===== src/rtl/eth_fifo_pkg.sv =====
// Shared types and constants for the Ethernet frame FIFO consumer path.
package eth_fifo_pkg;

    localparam int DATA_WIDTH  = 9;
    localparam int LAST_BIT    = 8;
    localparam int IFG_DEFAULT = 12;

    typedef enum logic [1:0] {
        IDLE   = 2'd0,
        STREAM = 2'd1,
        GAP    = 2'd2
    } rd_state_t;

endpackage


===== src/rtl/eth_pending_frame_cnt.sv =====
// Up/down saturating counter of frames committed to the FIFO but not yet started.
// Simultaneous inc and dec leave the count unchanged; an inc at full scale is dropped and flagged.
module eth_pending_frame_cnt #(
    parameter int W = 8
) (
    input  logic         clk,
    input  logic         rst,
    input  logic         inc_i,
    input  logic         dec_i,
    output logic [W-1:0] count_o,
    output logic         nonzero_o,
    output logic         ovf_o
);

    localparam logic [W-1:0] CNT_MAX = '1;

    logic [W-1:0] count_q, count_d;

    always_comb begin
        count_d = count_q;
        if (inc_i && !dec_i && count_q != CNT_MAX)
            count_d = count_q + 1'b1;
        else if (dec_i && !inc_i && count_q != '0)
            count_d = count_q - 1'b1;
    end

    always_ff @(posedge clk or posedge rst) begin
        if (rst) count_q <= '0;
        else     count_q <= count_d;
    end

    assign count_o   = count_q;
    assign nonzero_o = (count_q != '0);
    // Single-cycle pulse; the owner decides whether it is sticky.
    assign ovf_o     = inc_i & ~dec_i & (count_q == CNT_MAX);

endmodule


===== src/rtl/eth_fifo_frame_reader.sv =====
// Pops committed frames from a show-ahead FIFO onto a byte stream, then forces an inter-frame gap.
// Optional ETH_FRAME_READER_STATS_EN adds frame-count and last-frame-length outputs.
module eth_fifo_frame_reader #(
    parameter int DATA_WIDTH = 9,
    parameter int PEND_W     = 8,
    parameter int IFG_CYCLES = eth_fifo_pkg::IFG_DEFAULT
) (
    input  logic                  clk,
    input  logic                  rst,
    input  logic                  frame_commit,
    input  logic [DATA_WIDTH-1:0] fifo_dout,
    input  logic                  fifo_empty,
    output logic                  fifo_ren,
    output logic [7:0]            m_tdata,
    output logic                  m_tvalid,
    input  logic                  m_tready,
    output logic                  m_tlast,
    output logic                  busy,
    output logic                  err_ovf,
    output logic                  err_unf
`ifdef ETH_FRAME_READER_STATS_EN
    ,
    output logic [31:0]           stat_frames,
    output logic [15:0]           stat_len
`endif
);

    import eth_fifo_pkg::*;

    localparam int GW = (IFG_CYCLES > 1) ? $clog2(IFG_CYCLES) : 1;
    localparam logic [GW-1:0] GAP_LOAD = GW'(IFG_CYCLES - 1);

    rd_state_t      state_q;
    logic [GW-1:0]  gap_q;
    logic           err_ovf_q, err_unf_q;
    logic           beat, eof_beat, start;
    logic           pend_nz, pend_ovf;
    logic [PEND_W-1:0] pend_count;

    assign start    = (state_q == IDLE) & pend_nz;
    assign m_tvalid = (state_q == STREAM) & ~fifo_empty;
    assign beat     = m_tvalid & m_tready;
    assign eof_beat = beat & fifo_dout[DATA_WIDTH-1];
    assign fifo_ren = beat;
    // Data is qualified by valid so every output reads 0 while idle or in reset.
    assign m_tdata  = m_tvalid ? fifo_dout[7:0] : 8'h00;
    assign m_tlast  = fifo_dout[DATA_WIDTH-1] & m_tvalid;
    assign busy     = (state_q != IDLE);
    assign err_ovf  = err_ovf_q;
    assign err_unf  = err_unf_q;

    eth_pending_frame_cnt #(.W(PEND_W)) u_pend (
        .clk       (clk),
        .rst       (rst),
        .inc_i     (frame_commit),
        .dec_i     (start),
        .count_o   (pend_count),
        .nonzero_o (pend_nz),
        .ovf_o     (pend_ovf)
    );

    always_ff @(posedge clk or posedge rst) begin
        if (rst) begin
            state_q   <= IDLE;
            gap_q     <= '0;
            err_ovf_q <= 1'b0;
            err_unf_q <= 1'b0;
        end else begin
            if (pend_ovf) err_ovf_q <= 1'b1;
            case (state_q)
                IDLE: begin
                    if (pend_nz) state_q <= STREAM;
                end
                STREAM: begin
                    // A committed frame must be fully present; an empty FIFO here means lost data.
                    if (fifo_empty) begin
                        err_unf_q <= 1'b1;
                    end else if (eof_beat) begin
                        state_q <= GAP;
                        gap_q   <= GAP_LOAD;
                    end
                end
                GAP: begin
                    if (gap_q == '0) state_q <= IDLE;
                    else             gap_q   <= gap_q - 1'b1;
                end
                default: state_q <= IDLE;
            endcase
        end
    end

`ifdef ETH_FRAME_READER_STATS_EN
    logic [31:0] frames_q;
    logic [15:0] len_q, cur_len_q, cur_len_inc;

    assign cur_len_inc = (cur_len_q == 16'hFFFF) ? cur_len_q : cur_len_q + 16'd1;

    always_ff @(posedge clk or posedge rst) begin
        if (rst) begin
            frames_q  <= '0;
            len_q     <= '0;
            cur_len_q <= '0;
        end else if (beat) begin
            if (eof_beat) begin
                frames_q  <= frames_q + 32'd1;
                len_q     <= cur_len_inc;
                cur_len_q <= '0;
            end else begin
                cur_len_q <= cur_len_inc;
            end
        end
    end

    assign stat_frames = frames_q;
    assign stat_len    = len_q;
`endif

endmodule


===== config.mk =====
export PLATFORM = sky130hd
export DESIGN_NAME = eth_fifo_frame_reader
export DESIGN_NICKNAME = d
export VERILOG_FILES = /design/src/rtl/eth_fifo_pkg.sv /design/src/rtl/eth_pending_frame_cnt.sv /design/src/rtl/eth_fifo_frame_reader.sv
export SDC_FILE = /design/constraint.sdc
export NUM_CORES = 1
export LEC_CHECK = 0
export BUFFER_PORTS_ARGS = -buffer_cell sky130_fd_sc_hd__buf_2
export CAP_MARGIN = 20
export CORE_ASPECT_RATIO = 0.8
export CORE_UTILIZATION = 25
export CTS_CLUSTER_DIAMETER = 100
export DETAILED_ROUTE_END_ITERATION = 8
export PLACE_DENSITY = 0.53
export SLEW_MARGIN = 5
export SYNTH_ARGS = -nofsm -noshare
export SYNTH_HDL_FRONTEND = slang
export SYNTH_SLANG_ARGS = --single-unit
export TNS_END_PERCENT = 10

===== constraint.sdc =====
create_clock -name clk -period 3.6 [get_ports clk]
set_clock_uncertainty 0.2 [all_clocks]
set_input_delay 0.54 -clock clk [delete_from_list [all_inputs] [get_ports clk]]
set_output_delay 0.54 -clock clk [all_outputs]
set_load 0.02 [all_outputs]

# Word level (Yosys, flattened, before mapping)
# Index checks and enable logic that the tools add are counted.
# Widths: inputs -> output; s select.
# word_totals
elab_cells	53
latchBits	0
output_inout_bits	14
reg_bits	16
mem_bits_rw	0
n_memories	0
in_bits	14
mem_bits_ro	0
# classes
n_bitwise	9
shift	0
multipliers	0
reduce_logical	15
eq_ne	9
addsub	3
div_mod_pow	0
mux	12
n_lt_le_gt_ge	0
# ops
operator	n
$mux 8	3
$mux 4	3
$ne 2x2->1 const B	5
$add 8x1->8 const B	1
$eq 8x8->1 const B	1
$mux 2	4
$ne 8x8->1 const B	1
$pmux 4 s2	1
$reduce_and 4->1	2
$reduce_bool 8->1	1
$sub 8x1->8 const B	1
$and 1x1->1	7
$pmux 2 s3	1
$reduce_bool 2->1	3
$logic_and 1x1->1	4
$logic_not 4->1	1
$sub 4x1->4 const B	1
$eq 2x1->1 const B	1
$eq 2x2->1 const B	1
$logic_not 1->1	2
$logic_not 2->1	1
$not 1->1	2
$reduce_and 2->1	1

# Logic depth before layout (Yosys ltp)
# Gate-level depths: netlist (run 1).
# logic_depth
word_depth	7
ltp_mapped	10
mapped_depth_nobuf	10

# Cells and area by module
# A second synthesis (run 1) with hierarchy kept.
# hier_totals
cells_unflattened	128
area_unflattened_um2	1208.7
# modules_own_cells
mod	cells_each	n_inst	area_per_inst_um2	seq_area_each_um2
eth_pending_frame_cnt	76	1	718.2	200.2
eth_fifo_frame_reader	52	1	490.5	200.2

# Least setup slack after synthesis (run 1)
# Ideal clock, no wire load.
# synth_timing
path_kind	register to register
start	register state_q[1]
end	register u_pend.count_q[6] (netlist: u_pend.count_o[6])
path_slack_ns	0.771
path_buffers	0
setup_time_ns	0.120
period_less_slack_ns	2.829
path_stages_with_launch	11
arrival_ns	2.509
required_ns	3.280
cell_sequence	dfrtp_1 -> or2_4 -> a21o_2 -> and2b_2 -> inv_1 -> ha_1 -> a21oi_1 -> a21boi_0 -> o21a_1 -> or3_1 -> a31o_2
# synth_between
elab_chain_len	6
elab_cells_between_ends	9
classes_between	1 x mux; 1 x bitwise; 7 x reduce/logical
# synth_rtl
item	line_no	text
start: declaration	eth_fifo_frame_reader.sv:33	rd_state_t state_q;
start signal: assignment	eth_fifo_frame_reader.sv:64	state_q <= IDLE;
start signal: assignment	eth_fifo_frame_reader.sv:72	if (pend_nz) state_q <= STREAM;
start signal: assignment	eth_fifo_frame_reader.sv:79	state_q <= GAP;
$logic_not 2->1 (*)	eth_fifo_frame_reader.sv:40	assign start = (state_q == IDLE) & pend_nz;
$and 1x1->1 (*)	eth_fifo_frame_reader.sv:40	
$logic_not 1->1	eth_pending_frame_cnt.sv:21	if (inc_i && !dec_i && count_q != CNT_MAX)
$logic_and 1x1->1 (2 in series)	eth_pending_frame_cnt.sv:21	
$mux 8 / $reduce_bool 2->1 (equally long branches)	--	
end signal: assignment	eth_pending_frame_cnt.sv:29	else count_q <= count_d;
end: declaration	eth_pending_frame_cnt.sv:17	logic [W-1:0] count_q, count_d;
# Mark *: on every way between the ends. The rest lies on a longest branch, timed or not.
# A chain may end at the register's enable or synchronous reset.

# Worst setup path after layout (run 1)
# layout_timing
start	register u_pend.count_q[0] (netlist: u_pend.count_o[0])
end	register u_pend.count_q[6] (netlist: u_pend.count_o[6])
# layout_between
elab_chain_len	6
elab_cells_between_ends	13
classes_between	2 x add/sub; 1 x eq/ne; 2 x mux; 1 x bitwise; 7 x reduce/logical
# layout_rtl
item
parallel branches: the longest is 6 deep, another holds $sub 8x1->8
# Several ways; the timed one is not identified. The select of a mux whose other input is x is not followed.

==> results.cfg, run 1 <==
[detailed_routing]
dr_total_vias = 869
ant_nets = 0
viasPerCell = 4.389
first_pass_iters = 4
drc = 0
drt-total-wl_um = 2275
drt-initial-drc-count = 27
wl_per_cell_um = 11.49

[clocking]
clockBufferDepth = 2
worstSkewPairLatency_ns = 0.26
cts_setup_buffers = 0
root_buffer = clkbuf_8
htree_levels = 1
cts_resized = 0
cts_buffers = 3
cts_tree = yes
cts_hold_buf = 0
clock_sinks = 16
clkTransAtPathRegs_ns = 0.07

[synth]
yosysWarnings = 0
yosys.area_share.simple_pct = 22.73
synth_fa_ha_area_share_pct = 11.31
ys_seq_area_share_pct = 37.69
synth_nets = 136
synth-xor-area-share_pct = 6.596
syn_inst = 113
avgSynthCellArea_sq_um = 9.401
muxShareOfSynthArea_pct = 4.122
synth-seq-cells = 16
synth_compound_area_share_pct = 14.02
synthFlopType = dfrtp_1
synthArstFlopShare_pct = 100.0
syn_area_sq_mm = 0.001062
yosysUniqueCellTypes = 34
synth_top_family_by_area = simple AND/OR/NAND/NOR gates
synth-edff-count = 0

[critical_path]
cp.required_ns = 3.55
r2r-start = u_pend.count_o[0]
crit_path_cell_trace = nor4_1 > a21o_2 > and2b_2 > inv_1 > ha_1 > a21oi_1 > a21boi_0 > o21a_1 > or3_1 > a31o_2
path_delay_family = compound AO/OA/AOI/OAI gates
worstPathArrival_ns = 3.06
crit_path_start_kind = flop
worst-path-max-fanout = 8
crit_path_max_incr_delay_ns = 0.46
crit_buf_inv = 1
slowest_stage = dfrtp_1
critPathCaptureType = flop
critical_path_class = reg -> reg
cp-startpoint = u_pend.count_o[0]

[power]
ir_worst_vdd_mv = 0.2738
powerDensity_mw_per_mm2 = 856.4
swShare_pct = 42.98
p_sw_uw = 482.6
pwr-share-clk_pct = 14.8
p_total_uw = 1123
p_comb_share_pct = 56.0
p_leak_uw = 0.0006239
power.internal_uw = 640.3
p_seq_share_pct = 29.3

[placed_design]
portBuffers = 27
dp_hpwl_um = 1803
dp_cells = 193
gp_congestion = 0.8134

[grt]
grt_max_degree = 17
antenna_found_initial = 0
track_usage_pct = 11.18
grt_pass1_vias = 794
grt.overflow.total = 0
grt_pass1_wl_um = 3622

[timing]
tns_ns = 0
max_freq_mhz = 321.6
hold_violations = 0
relSlewSlack_pct = 57.46
rsz0062_at_grt = no
setup_viol = 0
worstMarginPinSlew_ns = 0.6374
finalCritPeriodShare_pct = 86.38
drv_slew = 0
period_minus_slack_ns = 3.110

[finish]
fin_nets = 167
layout_commonest_cell = buf_2
final_cell_mix = buf_2, dfrtp_1, nor2_1, a21oi_1, and2_1
drive_above_1_share_pct = 27.27
antennaDiodeCount = 0
areaGrowthSynthToFinish_pct = 23.44
final_cells = 198

[floorplan]
die_y_um = 60.30
dieArea_sq_mm = 0.004515
ios = 28
initial_core_util_pct = 27.04
core_sq_mm = 0.003929
die_w_um = 74.88
core.rowCount = 20

[outcome]
status = complete, no violations

[run]
max_cap_violations = 0

[min_path]
min_path_type = in -> async
==> cells in the mapped netlist (all sizes together), types with 2 or more instances <==
cell / instances / area share (%)
a21o: 4 / 2.9
a21oi: 10 / 4.7
a31oi: 2 / 1.2
and2: 10 / 5.9
dfrtp: 16 / 38
ha: 8 / 9.4
inv: 6 / 2.1
mux2i: 2 / 3.1
nand2: 8 / 2.8
nand3: 4 / 1.9
nand4: 3 / 1.8
nor2: 10 / 3.5
nor4: 3 / 1.8
o21ai: 3 / 1.4
or2: 2 / 1.4
xnor2: 5 / 4.1
xor2: 3 / 2.5
==> metal layers <==
metal	vias to the layer above	routed length (um)	GRT usage, %	part of all wire, %
met4	0	66	8.086	2.9
met1	393	1103	14.71	48
met5	-	0	0	0
met2	17	1054	16.47	46
met3	6	51	2.024	2.2
li1	453	-	-	-
==> worst reg2reg max path, stage by stage (launching register included) <==
cell	delay, ns
dfrtp_1	0.46
nor4_1	0.37
a21o_2	0.27
and2b_2	0.17
inv_1	0.14
ha_1	0.37
a21oi_1	0.17
a21boi_0	0.13
o21a_1	0.19
or3_1	0.30
a31o_2	0.24
==> area by class of cell <==
cell class,count,area (sq um)
sequential,16,400.4
timing repair buffer,28,140.1
fill,411,2618
multi-input combinational,89,624.3
clock buffer,4,55.05
tap,55,68.82
inverter,6,22.52
==> final timing paths <==
check                                     to  slack (ns)  cells after the start
max                        u_pend.count_o[6]        0.49                     10
min                        u_pend.count_o[2]        0.16                      2
max reg2reg                u_pend.count_o[6]        0.49                     10
min reg2reg                          err_unf        0.25                      1
max in group asynchronous           gap_q[0]        2.63                      2
min in group clk                     err_unf        0.25                      1
==> cells by family (layout without fill, tap and decap cells) <==
family	after synthesis	in the layout
simple gates	45	45
xor+xnor	8	8
fa+ha+maj	9	9
compound gates	24	24
mux	3	3
buf+inv	8	38
flops	16	16
==> registers in the layout, summed over array words and instances, names as in the netlist <==
| name | cells |
|---|---|
| err_unf | 1 |
| gap_q | 4 |
| state_q | 2 |
| u_pend.count_o | 8 |
| err_ovf | 1 |
==> power groups by stage <==
stage | clock, uW | combinational, uW | sequential (uW)
2_1_floorplan | 0 | 498 | 319
5_1_grt | 179 | 702 | 340
3_5_place_dp | 0 | 620 | 333
6_report | 166 | 628 | 329
3_3_place_gp | 0 | 619 | 329
4_1_cts | 171 | 626 | 329
==> per-stage QoR <==
stage | util [%] | hold slack [ns] | cell area [sq um] | worst slack, ns
CTS | 33.25 | 0.1959 | 1306 | 0.5035
detailed placement | 31.85 | 0.2431 | 1251 | 0.5190
global route | 33.38 | 0.2168 | 1311 | 0.2983
finish | 33.38 | 0.1626 | 1311 | 0.4905
global placement | 31.85 | 0.2428 | 1251 | 0.5922
floorplan | - | 0.2537 | 1062 | 0.7712
Power figures use the tool's default switching activity.
==> run 2, diff against run 1 <==
CELL_PAD_IN_SITES_DETAIL_PLACEMENT = 1   (was unset)
CELL_PAD_IN_SITES_GLOBAL_PLACEMENT = 1   (was unset)
CORE_MARGIN = 4   (was unset)
PLACE_DENSITY = 0.64   (was 0.53)
==> results.cfg, run 2 (synthesized netlist as in run 1, its figures left out) <==
[outcome]
status = complete, no violations

[clocking]
cts_tree = yes
root_buffer = clkbuf_8
htree_levels = 1
worstSkewPairLatency_ns = 0.25
cts_resized = 0
clock_sinks = 16
clockBufferDepth = 2
clkTransAtPathRegs_ns = 0.07
cts_setup_buffers = 0
cts_hold_buf = 0
cts_buffers = 3

[timing]
hold_ws_ns = 0.1816
rsz0062_at_grt = no
setup_viol = 0
drv_slew = 0
period_minus_slack_ns = 3.087
hold_violations = 0
finalCritPeriodShare_pct = 85.74
relSlewSlack_pct = 54.93
max_freq_mhz = 324.0
layout_setup_ws_ns = 0.5132
tns_ns = 0
worstMarginPinSlew_ns = 0.6753

[floorplan]
core_sq_mm = 0.003954
dieArea_sq_mm = 0.005362
die_y_um = 66.30
core.rowCount = 20
die_w_um = 80.88
initial_core_util_pct = 26.87
ios = 28

[power]
ir_worst_vdd_mv = 0.1769
powerDensity_mw_per_mm2 = 856.6
p_leak_uw = 0.0006244

[placed_design]
gp_congestion = 0.7775
portBuffers = 27
dp_hpwl_um = 2161
dp_cells = 194
post-place-ws_ns = 0.5103

[critical_path]
critical_path_class = reg -> reg
cp.required_ns = 3.54
critPathCaptureType = flop
worst-path-max-fanout = 8
crit_path_start_kind = flop
worstPathArrival_ns = 3.03
rrSetupSlack_ns = 0.51

[detailed_routing]
first_pass_iters = 3
ant_nets = 0
drt-total-wl_um = 2645
viasPerCell = 4.566
dr_total_vias = 904
drt-initial-drc-count = 35
drc = 0
wl_per_cell_um = 13.36

[grt]
grt_max_degree = 17
antenna_found_initial = 0
grt_pass1_wl_um = 4567
track_usage_pct = 11.20
grt_pass1_vias = 988
grt.overflow.total = 0

[finish]
areaGrowthSynthToFinish_pct = 23.67
antennaDiodeCount = 0
largest_reg_flops = 8
final_cell_mix = buf_2, dfrtp_1, nor2_1, a21oi_1, and2_1
drive_above_1_share_pct = 27.27
layout_commonest_cell = buf_2
n_fill_cell = 490
final_cells = 198
fin_nets = 167

[run]
max_cap_violations = 0

[min_path]
min_path_type = in -> async
## run 2: cell counts in the layout (fill, tap and decap cells not counted)
No cell type changed its count.
## run 2: worst max-delay path, stage by stage (launching register included)
cell,delay [ns]
dfrtp_1,0.45
nand4_1,0.14
o21ai_0,0.35
and2b_2,0.27
inv_1,0.22
ha_1,0.31
a21oi_1,0.19
a21boi_0,0.11
o21a_1,0.19
or3_1,0.30
a31o_2,0.24
## run 2: final cells by class
class	instances	area (sq um)	area share, %
inverter	6	22.52	1.714
timing repair buffer	28	142.6	10.86
tap	55	68.82	5.238
multi-input combinational	89	624.3	47.52
clock buffer	4	55.05	4.190
sequential	16	400.4	30.48
## run 2: where the power goes
group          switching [uW]  leakage (uW)  internal (uW)
sequential               75.1      0.000179            251
combinational             341      0.000416            294
clock                    67.1     0.0000288           97.0
## run 2: routing by layer
| metal | routed length (um) | global-route usage [%] | up-vias |
|---|---|---|---|
| li1 | - | - | 451 |
| met1 | 1206 | 12.98 | 446 |
| met2 | 1359 | 19.57 | 5 |
| met3 | 41 | 2.861 | 2 |
| met4 | 38 | 4.430 | 0 |
| met5 | 0 | 0 | - |
## run 2: final timing paths
check | startpoint | to | depth (start not counted)
max | u_pend.count_o[0] | u_pend.count_o[6] | 10
min | rst | u_pend.count_o[3] | 2
max reg2reg | u_pend.count_o[0] | u_pend.count_o[6] | 10
min reg2reg | err_unf | err_unf | 1
max in group asynchronous | rst | gap_q[2] | 2
min in group clk | err_unf | err_unf | 1
## run 2: through the flow
step,util (%),area (sq um),total power [uW]
final,33.23,1314,1125
after global routing,33.23,1314,1239
after CTS,33.23,1314,1142
after detailed placement,31.84,1259,969.5
after global placement,31.84,1259,949.8
after floorplan,-,1062,816.3
==> run 3, diff against run 2 <==
PLACE_DENSITY = 0.62   (was 0.64)
SYNTH_HIERARCHICAL = 1   (was unset)
==> results.cfg, run 3 <==
[detailed_routing]
drc = 0
dr_total_vias = 1060
first_pass_iters = 4
wl_per_cell_um = 13.94
drt-initial-drc-count = 49
ant_nets = 0
viasPerCell = 4.885
drt-total-wl_um = 3025

[floorplan]
dieArea_sq_mm = 0.006018
core_sq_mm = 0.004624
die_y_um = 70.19
initial_core_util_pct = 26.14
die_w_um = 85.74
core.rowCount = 22
ios = 28

[timing]
worstMarginPinSlew_ns = 0.5341
relSlewSlack_pct = 64.32
hold_ws_ns = 0.04107
drv_slew = 0
max_freq_mhz = 313.1
rsz0062_at_grt = no
setup_viol = 0
finalCritPeriodShare_pct = 88.71
tns_ns = 0
hold_violations = 0
period_minus_slack_ns = 3.193

[critical_path]
path_delay_family = simple AND/OR/NAND/NOR gates
crit_path_start_kind = flop
worst_r2r_path_depth = 11
critPathCaptureType = flop
worst-path-max-fanout = 14
worstPathArrival_ns = 3.19
path_depth = 11
crit_path_cell_trace = nor4_2 > nand2_1 > inv_1 > nor2_1 > nand2b_1 > o21bai_4 > ha_1 > a211oi_1 > or4_1 > o2111ai_1 > mux2_4
crit_path_max_incr_delay_ns = 0.49
critical_path_class = reg -> reg
slowest_stage = or4_1
cp.required_ns = 3.60
crit_buf_inv = 1

[synth]
synthTopCellsByCount = dfrtp_1, and2_1, inv_1
avgSynthCellArea_sq_um = 9.443
synthArstFlopShare_pct = 100.0
synthFlopType = dfrtp_1
yosysMostFrequentCell = dfrtp_1
ys_seq_area_share_pct = 33.13
syn_area_sq_mm = 0.001209
yosysTopAreaCellShare_pct = 33.13
netlist_top_cells_area = dfrtp_1, ha_1, and2_1, nand3_1, inv_1
yosysUniqueCellTypes = 48
syn_inst = 128
synth-seq-cells = 16
synth_nets = 150
synth-edff-count = 0
yosysTopAreaCell = dfrtp_1
yosysWarnings = 6

[power]
powerDensity_mw_per_mm2 = 682.8
p_seq_share_pct = 32.4
p_sw_uw = 426.1
pwr-share-clk_pct = 16.1
swShare_pct = 42.70
ir_worst_vdd_mv = 0.1831
p_comb_share_pct = 51.5
power.internal_uw = 571.7
p_leak_uw = 0.0006531
p_total_uw = 997.8

[finish]
n_fill_cell = 560
final_cells = 217
layout_commonest_cell = buf_2
largest_reg_flops = 8
final_cell_mix = buf_2, dfrtp_1, and2_1, inv_1, nand3_1
drive_above_1_share_pct = 31.21
antennaDiodeCount = 0
fin_nets = 180
areaGrowthSynthToFinish_pct = 20.91

[grt]
grt_pass1_vias = 1146
antenna_found_initial = 0
track_usage_pct = 11.03
grt_pass1_wl_um = 5375
grt_max_degree = 15
grt.overflow.total = 0

[placed_design]
gp_congestion = 0.8252
portBuffers = 27
dp_hpwl_um = 2491
dp_cells = 213

[min_path]
min_path_type = in -> async

[clocking]
cts_hold_buf = 0
cts_tree = yes
clock_sinks = 16
worstSkewPairLatency_ns = 0.25
cts_setup_buffers = 0
cts_buffers = 3
clockBufferDepth = 2
clkTransAtPathRegs_ns = 0.07
cts_resized = 0
htree_levels = 1
root_buffer = clkbuf_8

[outcome]
status = complete, no violations

[run]
max_cap_violations = 0
-- run 3: changes by cell type in the layout (fill, tap and decap cells not counted), sizes merged, moves of 3 or more --
cell	delta
a21oi	-4
inv	+5
nand2	-4
nand3	+5
nand4	+3
nor2	-7
o21ai	+3
xnor2	-3
-- run 3: metal layers --
layer	track usage (%)	up-vias	share of wire, %
li1	-	528	-
met2	17.59	13	47
met1	14.99	517	50
met4	2.636	0	0.46
met5	0	-	0
met3	2.594	2	2.3
-- run 3: power by group through the flow --
stage	combinational [uW]	clock, uW	sequential, uW
after global placement	510	0	320
after global routing	575	175	336
after detailed placement	513	0	324
final	514	161	323
after floorplan	418	0	301
after CTS	516	168	322
-- run 3: layout make-up --
cell class | count | area [sq um] | share of cell area, %
multi-input combinational | 98 | 747.0 | 51.11
tap | 60 | 75.07 | 5.137
clock buffer | 4 | 55.05 | 3.767
timing repair buffer | 28 | 142.6 | 9.760
inverter | 11 | 41.29 | 2.825
sequential | 16 | 400.4 | 27.40
-- run 3: per-stage QoR --
| step | worst slack [ns] | area (sq um) | util, % |
|---|---|---|---|
| CTS | 0.3937 | 1461 | 31.60 |
| global placement | 0.4044 | 1406 | 30.41 |
| detailed placement | 0.4293 | 1406 | 30.41 |
| finish | 0.4065 | 1461 | 31.60 |
| global route | 0.2028 | 1461 | 31.60 |
| floorplan | 0.7824 | 1209 | - |
-- run 3: logic make-up after synthesis --
| kind of cell | synth area share (%) |
|---|---|
| compound gates | 20.50 |
| fa+ha+maj | 8.902 |
| simple gates | 27.02 |
| mux | 2.485 |
| xor+xnor | 2.899 |
| flops | 33.13 |
| buf+inv | 5.072 |
-- run 3: worst paths after layout --
kind / startpoint / endpoint / slack [ns]
max in group asynchronous: rst / u_pend/count_o[2] / 2.89
worst max register to register: u_pend/count_o[7] / u_pend/count_o[6] / 0.41
worst min register to register: err_ovf / err_ovf / 0.27
min in group clk: err_ovf / err_ovf / 0.27
worst max-delay path: u_pend/count_o[7] / u_pend/count_o[6] / 0.41
worst min-delay path: rst / gap_q[3] / 0.04
